File: config.mk
export PLATFORM = sky130hd
export DESIGN_NAME = packet_sorter
export DESIGN_NICKNAME = d
export VERILOG_FILES = /design/src/rtl/sorter_pkg.sv /design/src/rtl/cmp_swap.sv /design/src/rtl/packet_sorter.sv
export SDC_FILE = /design/constraint.sdc
export NUM_CORES = 1
export LEC_CHECK = 0
export ABC_AREA = 1
export BUFFER_PORTS_ARGS = -buffer_cell sky130_fd_sc_hd__buf_2
export CAP_MARGIN = 20
export CORE_MARGIN = 3
export CORE_UTILIZATION = 48
export CTS_CLUSTER_DIAMETER = 40
export CTS_CLUSTER_SIZE = 25
export DETAILED_ROUTE_END_ITERATION = 6
export GPL_TIMING_DRIVEN = 0
export PLACE_DENSITY = 0.74
export SETUP_SLACK_MARGIN = 0.05
export SLEW_MARGIN = 15
export SYNTH_ARGS = -nofsm -noshare
export SYNTH_HDL_FRONTEND = slang
export SYNTH_HIERARCHICAL = 1
export SYNTH_SLANG_ARGS = --single-unit
export TNS_END_PERCENT = 30
File: constraint.sdc
create_clock -name clk_i -period 5.9 [get_ports clk_i]
set_clock_uncertainty 0.1 [all_clocks]
set_input_delay 0.295 -clock clk_i [delete_from_list [all_inputs] [get_ports clk_i]]
set_output_delay 0.295 -clock clk_i [all_outputs]
set_load 0.02 [all_outputs]
File: src/rtl/sorter_pkg.sv
// Shared types and constants for the streaming packet sorter.
package sorter_pkg;

    localparam int DEF_DWIDTH      = 8;
    localparam int DEF_MAX_PKT_LEN = 16;

    // Control states of the capture / sort / replay sequence
    typedef enum logic [1:0] {
        IDLE  = 2'd0,
        WRITE = 2'd1,
        SORT  = 2'd2,
        READ  = 2'd3
    } state_t;

    // Length / index width, one bit wider so a full buffer count fits
    function automatic int sorter_awidth(input int max_len);
        return $clog2(max_len) + 1;
    endfunction

endpackage

File: src/rtl/cmp_swap.sv
// Single compare-exchange element of the odd-even transposition network.
// lo_o goes to the lower index and hi_o to the upper index of the pair.
module cmp_swap
    import sorter_pkg::*;
#(
    parameter int DWIDTH = DEF_DWIDTH
) (
    input  logic [DWIDTH-1:0] a,
    input  logic [DWIDTH-1:0] b,
    input  logic              desc,
    output logic [DWIDTH-1:0] lo_o,
    output logic [DWIDTH-1:0] hi_o
);

    logic swap;

    // Swap only when strictly out of order so equal words keep their place
    always_comb begin
        swap = desc ? (a < b) : (a > b);
        lo_o = swap ? b : a;
        hi_o = swap ? a : b;
    end

endmodule

File: src/rtl/packet_sorter.sv
// Streaming packet sorter: captures one framed packet into a register
// array, sorts it with one odd-even transposition pass per cycle, then
// replays it on a backpressured source with sop/eop framing.
module packet_sorter
    import sorter_pkg::*;
#(
    parameter int DWIDTH      = DEF_DWIDTH,
    parameter int MAX_PKT_LEN = DEF_MAX_PKT_LEN
) (
    input  logic              clk_i,
    input  logic              rst_n_i,
    input  logic              desc_i,
    input  logic [DWIDTH-1:0] snk_data_i,
    input  logic              snk_startofpacket_i,
    input  logic              snk_endofpacket_i,
    input  logic              snk_valid_i,
    output logic              snk_ready_o,
    output logic [DWIDTH-1:0] src_data_o,
    output logic              src_startofpacket_o,
    output logic              src_endofpacket_o,
    output logic              src_valid_o,
    input  logic              src_ready_i,
    output logic              src_trunc_o
);

    localparam int AWIDTH = sorter_awidth(MAX_PKT_LEN);
    localparam int IWIDTH = $clog2(MAX_PKT_LEN);
    localparam logic [AWIDTH-1:0] LEN_MAX = AWIDTH'(MAX_PKT_LEN);
    localparam logic [AWIDTH-1:0] ONE     = AWIDTH'(1);

    state_t            state;
    logic [AWIDTH-1:0] len;
    logic [AWIDTH-1:0] pass;
    logic [AWIDTH-1:0] idx;
    logic [AWIDTH-1:0] nidx;
    logic [AWIDTH-1:0] len_last;
    logic              desc_q;
    logic              trunc_q;
    logic              ready_en;
    logic              accept;

    logic [DWIDTH-1:0] mem [MAX_PKT_LEN];
    logic [DWIDTH-1:0] nxt [MAX_PKT_LEN];
    logic [DWIDTH-1:0] lo  [MAX_PKT_LEN-1];
    logic [DWIDTH-1:0] hi  [MAX_PKT_LEN-1];
    logic [MAX_PKT_LEN-2:0] sel;

    // Sink is open only in the capture states, and never while in reset
    always_comb begin
        snk_ready_o = ready_en && ((state == IDLE) || (state == WRITE));
        accept      = snk_valid_i && snk_ready_o;
        nidx        = idx + ONE;
        len_last    = len - ONE;
    end

    // One comparator per adjacent pair; parity and length decide which act
    for (genvar k = 0; k < MAX_PKT_LEN - 1; k++) begin : g_pair
        localparam logic [AWIDTH-1:0] UPPER = AWIDTH'(k + 1);
        localparam logic              PAR   = 1'(k % 2);

        cmp_swap #(.DWIDTH(DWIDTH)) u_cmp_swap (
            .a    (mem[k]),
            .b    (mem[k+1]),
            .desc (desc_q),
            .lo_o (lo[k]),
            .hi_o (hi[k])
        );

        assign sel[k] = (pass[0] == PAR) && (UPPER < len);
    end

    // Next array contents after the current transposition pass
    always_comb begin
        nxt = mem;
        for (int k = 0; k < MAX_PKT_LEN - 1; k++) begin
            if (sel[k]) begin
                nxt[k]   = lo[k];
                nxt[k+1] = hi[k];
            end
        end
    end

    // Word storage: written by capture beats or by a whole sort pass
    always_ff @(posedge clk_i) begin
        if (state == SORT) begin
            mem <= nxt;
        end else if (accept) begin
            if (snk_startofpacket_i) begin
                mem[0] <= snk_data_i;
            end else if ((state == WRITE) && (len < LEN_MAX)) begin
                mem[len[IWIDTH-1:0]] <= snk_data_i;
            end
        end
    end

    // Sequencing of capture, sort passes and output replay
    always_ff @(posedge clk_i or negedge rst_n_i) begin
        if (!rst_n_i) begin
            state               <= IDLE;
            len                 <= '0;
            pass                <= '0;
            idx                 <= '0;
            desc_q              <= 1'b0;
            trunc_q             <= 1'b0;
            ready_en            <= 1'b0;
            src_data_o          <= '0;
            src_startofpacket_o <= 1'b0;
            src_endofpacket_o   <= 1'b0;
            src_valid_o         <= 1'b0;
            src_trunc_o         <= 1'b0;
        end else begin
            ready_en <= 1'b1;
            case (state)
                IDLE, WRITE: begin
                    if (accept && snk_startofpacket_i) begin
                        desc_q  <= desc_i;
                        len     <= ONE;
                        trunc_q <= 1'b0;
                        pass    <= '0;
                        state   <= snk_endofpacket_i ? SORT : WRITE;
                    end else if (accept && (state == WRITE)) begin
                        if (len < LEN_MAX) begin
                            len <= len + ONE;
                        end else begin
                            trunc_q <= 1'b1;
                        end
                        if (snk_endofpacket_i) begin
                            pass  <= '0;
                            state <= SORT;
                        end
                    end
                end
                SORT: begin
                    if (pass == len_last) begin
                        pass  <= '0;
                        idx   <= '0;
                        state <= READ;
                    end else begin
                        pass <= pass + ONE;
                    end
                end
                READ: begin
                    if (!src_valid_o) begin
                        src_data_o          <= mem[idx[IWIDTH-1:0]];
                        src_startofpacket_o <= (idx == '0);
                        src_endofpacket_o   <= (idx == len_last);
                        src_trunc_o         <= trunc_q && (idx == len_last);
                        src_valid_o         <= 1'b1;
                    end else if (src_ready_i) begin
                        if (src_endofpacket_o) begin
                            src_valid_o         <= 1'b0;
                            src_startofpacket_o <= 1'b0;
                            src_endofpacket_o   <= 1'b0;
                            src_trunc_o         <= 1'b0;
                            len                 <= '0;
                            idx                 <= '0;
                            state               <= IDLE;
                        end else begin
                            idx                 <= nidx;
                            src_data_o          <= mem[nidx[IWIDTH-1:0]];
                            src_startofpacket_o <= 1'b0;
                            src_endofpacket_o   <= (nidx == len_last);
                            src_trunc_o         <= trunc_q && (nidx == len_last);
                        end
                    end
                end
                default: state <= IDLE;
            endcase
        end
    end

endmodule

==> impl_metrics.tcl <==
set metrics [dict create \
    run_status "finished, final reports clean" \
    power_frac_comb 0.700 \
    route.antenna.remaining_nets 0 \
    critPathTopFamily "compound AO/OA/AOI/OAI gates" \
    post_synth_fa_ha_maj_area_fraction 0.08332 \
    data_required_time_of_the_worst_path_ps 5880 \
    synthesized_instance_count 2968 \
    grt.total_usage 0.3254 \
    dr.max_layer_used "met4" \
    power-per-cell-area_nw_per_um2 560.0 \
    ys.warnings.count 6 \
    worst-setup-path-type "flop to flop" \
    initial_core_util 0.4901 \
    fp.coreArea_um2 38920 \
    initialDrtViolationCount 2793 \
    buffer_ports.inserted 27 \
    static-leakage-power_uw 0.01031 \
    synth_area_in_compound_gates 0.1471 \
    fin_crit_sh 0.5651 \
    fin_hold_ws_ps 78.60 \
    synthesis.area_um2 19070 \
    worst_setup_hold_path_clk_slew_ps 70 \
    grt_pass1_vias 19690 \
    kind_of_end_point_of_the_critical_path "flop" \
    globalRouteOverflowTotal 0 \
    ir_worst_vdd_mv 0.4761 \
    yosys.area_share.simple 0.4130 \
    clock_latency_reported_for_the_late_side_of_the_worst_skew_pair_ps 470 \
    dpl.hpwl_um 52560 \
    synth-xor-area-share 0.003543 \
    die-area_um2 42160 \
    area_growth_pct 7.590 \
    vert_die_dim_um 205.3 \
    slew_at_the_pin_closest_to_its_max_slew_limit_ps 1137 \
    antenna_found_initial 0 \
    min_period_ps 3334 \
    cts.sink_count 160 \
    synth.lib_cells_used.distinct 49 \
    antennaDiodeCount 0 \
    cpPeakStageDelay_ps 1020 \
    critical_path_peak_fanout 11 \
    synthesis.nets 3110 \
    final.fill_count 3918 \
    number_of_gates_given_a_new_drive_strength_after_cts 0 \
    grt_start_max_net_pins 33 \
    path_cells "buf_2 -> inv_2 -> ha_1 -> buf_2 -> nand2_1 -> nor2_1 -> clkinv_1 -> a211oi_1" \
    timing.final.setup_violations 0 \
    ys_seq_area_frac 0.2435 \
    dominant_combinational_cell_family_by_area_after_synthesis "simple AND/OR/NAND/NOR gates" \
    arrival_ps 3320 \
    share_clk_of_total_power 0.105 \
    first_pass_grt_wire_length_um 107600 \
    i_o_pin_count 28 \
    detail_route.first_pass.iterations 6 \
    preCtsSetupSlack_ps 2619 \
    hp-class "primary input to flop" \
    routed_wl_um 69760 \
    max_freq_ghz 0.2999 \
    met3WireLength_um 7431 \
    wl_per_cell_um 19.63 \
    timing.slew.headroom 0.2372 \
    tritoncts.num_buffers 17 \
    detail_route.vias_per_cell 5.945 \
    final_nets 3164 \
    syn-mean-instance-area_um2 6.426 \
    power.switching_fraction 0.5753 \
    cts-root-to-sink-buffers 2 \
    wl_met1_um 28880 \
    rsz0062_at_grt "false" \
    fp-row-count 72 \
    clock_tree.root_cell "sky130_fd_sc_hd__clkbuf_16" \
    clock_tree_from_tritoncts "yes" \
    cp_common_cell "sky130_fd_sc_hd__buf_2" \
    final.setup.tns_ps 0 \
    internal_power_uw 4880 \
    routed-via-count 21120 \
    gp_congestion 0.9975 \
    critPathBufInv 4 \
    critPathSlowestCell "sky130_fd_sc_hd__a211oi_1" \
    seq_power_share 0.195 \
    htreeDepth 4 \
    final-hold-violation-count 0 \
    drive_above_1_share 0.1081 \
    p_switching_uw 6612 \
    detail_route.drc_violations 0 \
    yosys_register_bits 160 \
    route.met2.wl_um 30980 \
    final_max_slew_viol_count 0 \
    floorplan_die_width_um 205.3 \
    layout_setup_ws_ps 2566 \
    start_kind "flop" \
    drv.max_cap_violation_count 0 \
    post-cts-setup-buffers 0 \
    synthMuxAreaShare 0 \
    holdBufCountCts 2 \
]
## worst reg2reg max path, stage by stage, from the launching register on
cell and delay, ps:
sky130_fd_sc_hd__dfrtp_1 400, sky130_fd_sc_hd__buf_2 190, sky130_fd_sc_hd__inv_2 200, sky130_fd_sc_hd__ha_1 170
sky130_fd_sc_hd__buf_2 190, sky130_fd_sc_hd__nand2_1 100, sky130_fd_sc_hd__nor2_1 260, sky130_fd_sc_hd__clkinv_1 330
sky130_fd_sc_hd__a211oi_1 1020
## logic make-up after synthesis
kind of cell,count (synthesis)
other cells,1
compound gates,475
buf+inv,464
flops,160
xor+xnor,6
fa+ha+maj,127
simple gates,1735
## synth_stat cells (all sizes together)
library cell	count	area, um2
a211oi	4	30.03
a21boi	8	60.06
a21o	15	112.6
a21oi	92	471.7
a221oi	5	43.79
a22o	24	210.2
a22oi	9	72.57
buf	122	790.8
clkbuf	25	95.09
clkinv	5	20.01
conb	1	3.750
dfrtp	32	800.8
edfxtp	128	3844
ha	127	1589
inv	312	1179
nand2	1149	4613
nand3	440	2420
nand3b	1	7.510
nand4	12	75.07
nor2	127	728.2
nor3	4	20.02
o211ai	62	465.5
o21ai	231	1182
o22ai	25	156.4
or2	1	6.260
or4	1	7.510
xnor2	2	25.03
xor2	4	42.55
## layer usage
metal  vias to the layer above  global-route usage
met4                         0              0.1201
li1                       9963                   -
met2                      1183              0.5167
met5                         -                   0
met3                       175             0.05600
met1                      9800              0.4451
## area by class of cell
cell class              count  area (um2)  area share
inverters                 317        1199     0.05841
well taps                 518       648.1     0.03159
clock buffers              17       425.4     0.02073
flip-flops and latches    160        4648      0.2265
multi-input cells        2344       12350      0.6018
plain buffers             147       885.9     0.04317
clock inverters            15       180.2    0.008780
repair buffers             35       185.2    0.009024
## registers in the layout (all words and copies together), names as in the netlist
signal and flops:
desc_q 1, src_startofpacket_o 1, mem 128, idx 5
ready_en 1, trunc_q 1, len 5, src_valid_o 1
src_data_o 8, state 2, pass 5, src_endofpacket_o 1
src_trunc_o 1
## metrics by stage
step	total power, uW	area, um2	instances	utilization
floorplan	7799	19070	2968	-
global placement	9785	19860	3513	0.5102
detailed placement	10020	19860	3514	0.5104
CTS	11250	20490	3548	0.5265
global route	12350	20520	3553	0.5273
finish	11490	20520	3553	0.5273
## path summary, 6_finish.rpt
| path | start | end | slack (ps) | depth (start not counted) |
|---|---|---|---|---|
| setup / recovery | len[0]$_DFFE_PN0P_ | mem[89]$_DFFE_PP_ | 2570 | 8 |
| hold / removal | snk_endofpacket_i | state[0]$_DFFE_PN0P_ | 80 | 4 |
| setup reg to reg | len[0]$_DFFE_PN0P_ | mem[89]$_DFFE_PP_ | 2570 | 8 |
| hold reg to reg | src_data_o[1]$_DFFE_PN0P_ | src_data_o[1]$_DFFE_PN0P_ | 380 | 2 |
| max in group asynchronous | rst_n_i | desc_q$_DFFE_PN0P_ | 4700 | 2 |
| min in group asynchronous | rst_n_i | ready_en$_DFF_PN0_ | 380 | 2 |
## layout by cell type (no fill, tap or decap), drive strengths merged, types with 46 or more instances in the layout
master	instances
nand3	440
nor2	127
ha	127
o21ai	231
inv	318
clkbuf	46
a21oi	92
edfxtp	128
nand2	1149
o211ai	62
buf	151
## power by group through the flow
stage,clock [uW],sequential (uW),combinational (uW)
2_1_floorplan,0,2000,5800
3_3_place_gp,0,2220,7570
3_5_place_dp,0,2230,7790
4_1_cts,1210,2210,7840
5_1_grt,1250,2260,8840
6_report,1210,2240,8050
Power figures use the tool's default switching activity.
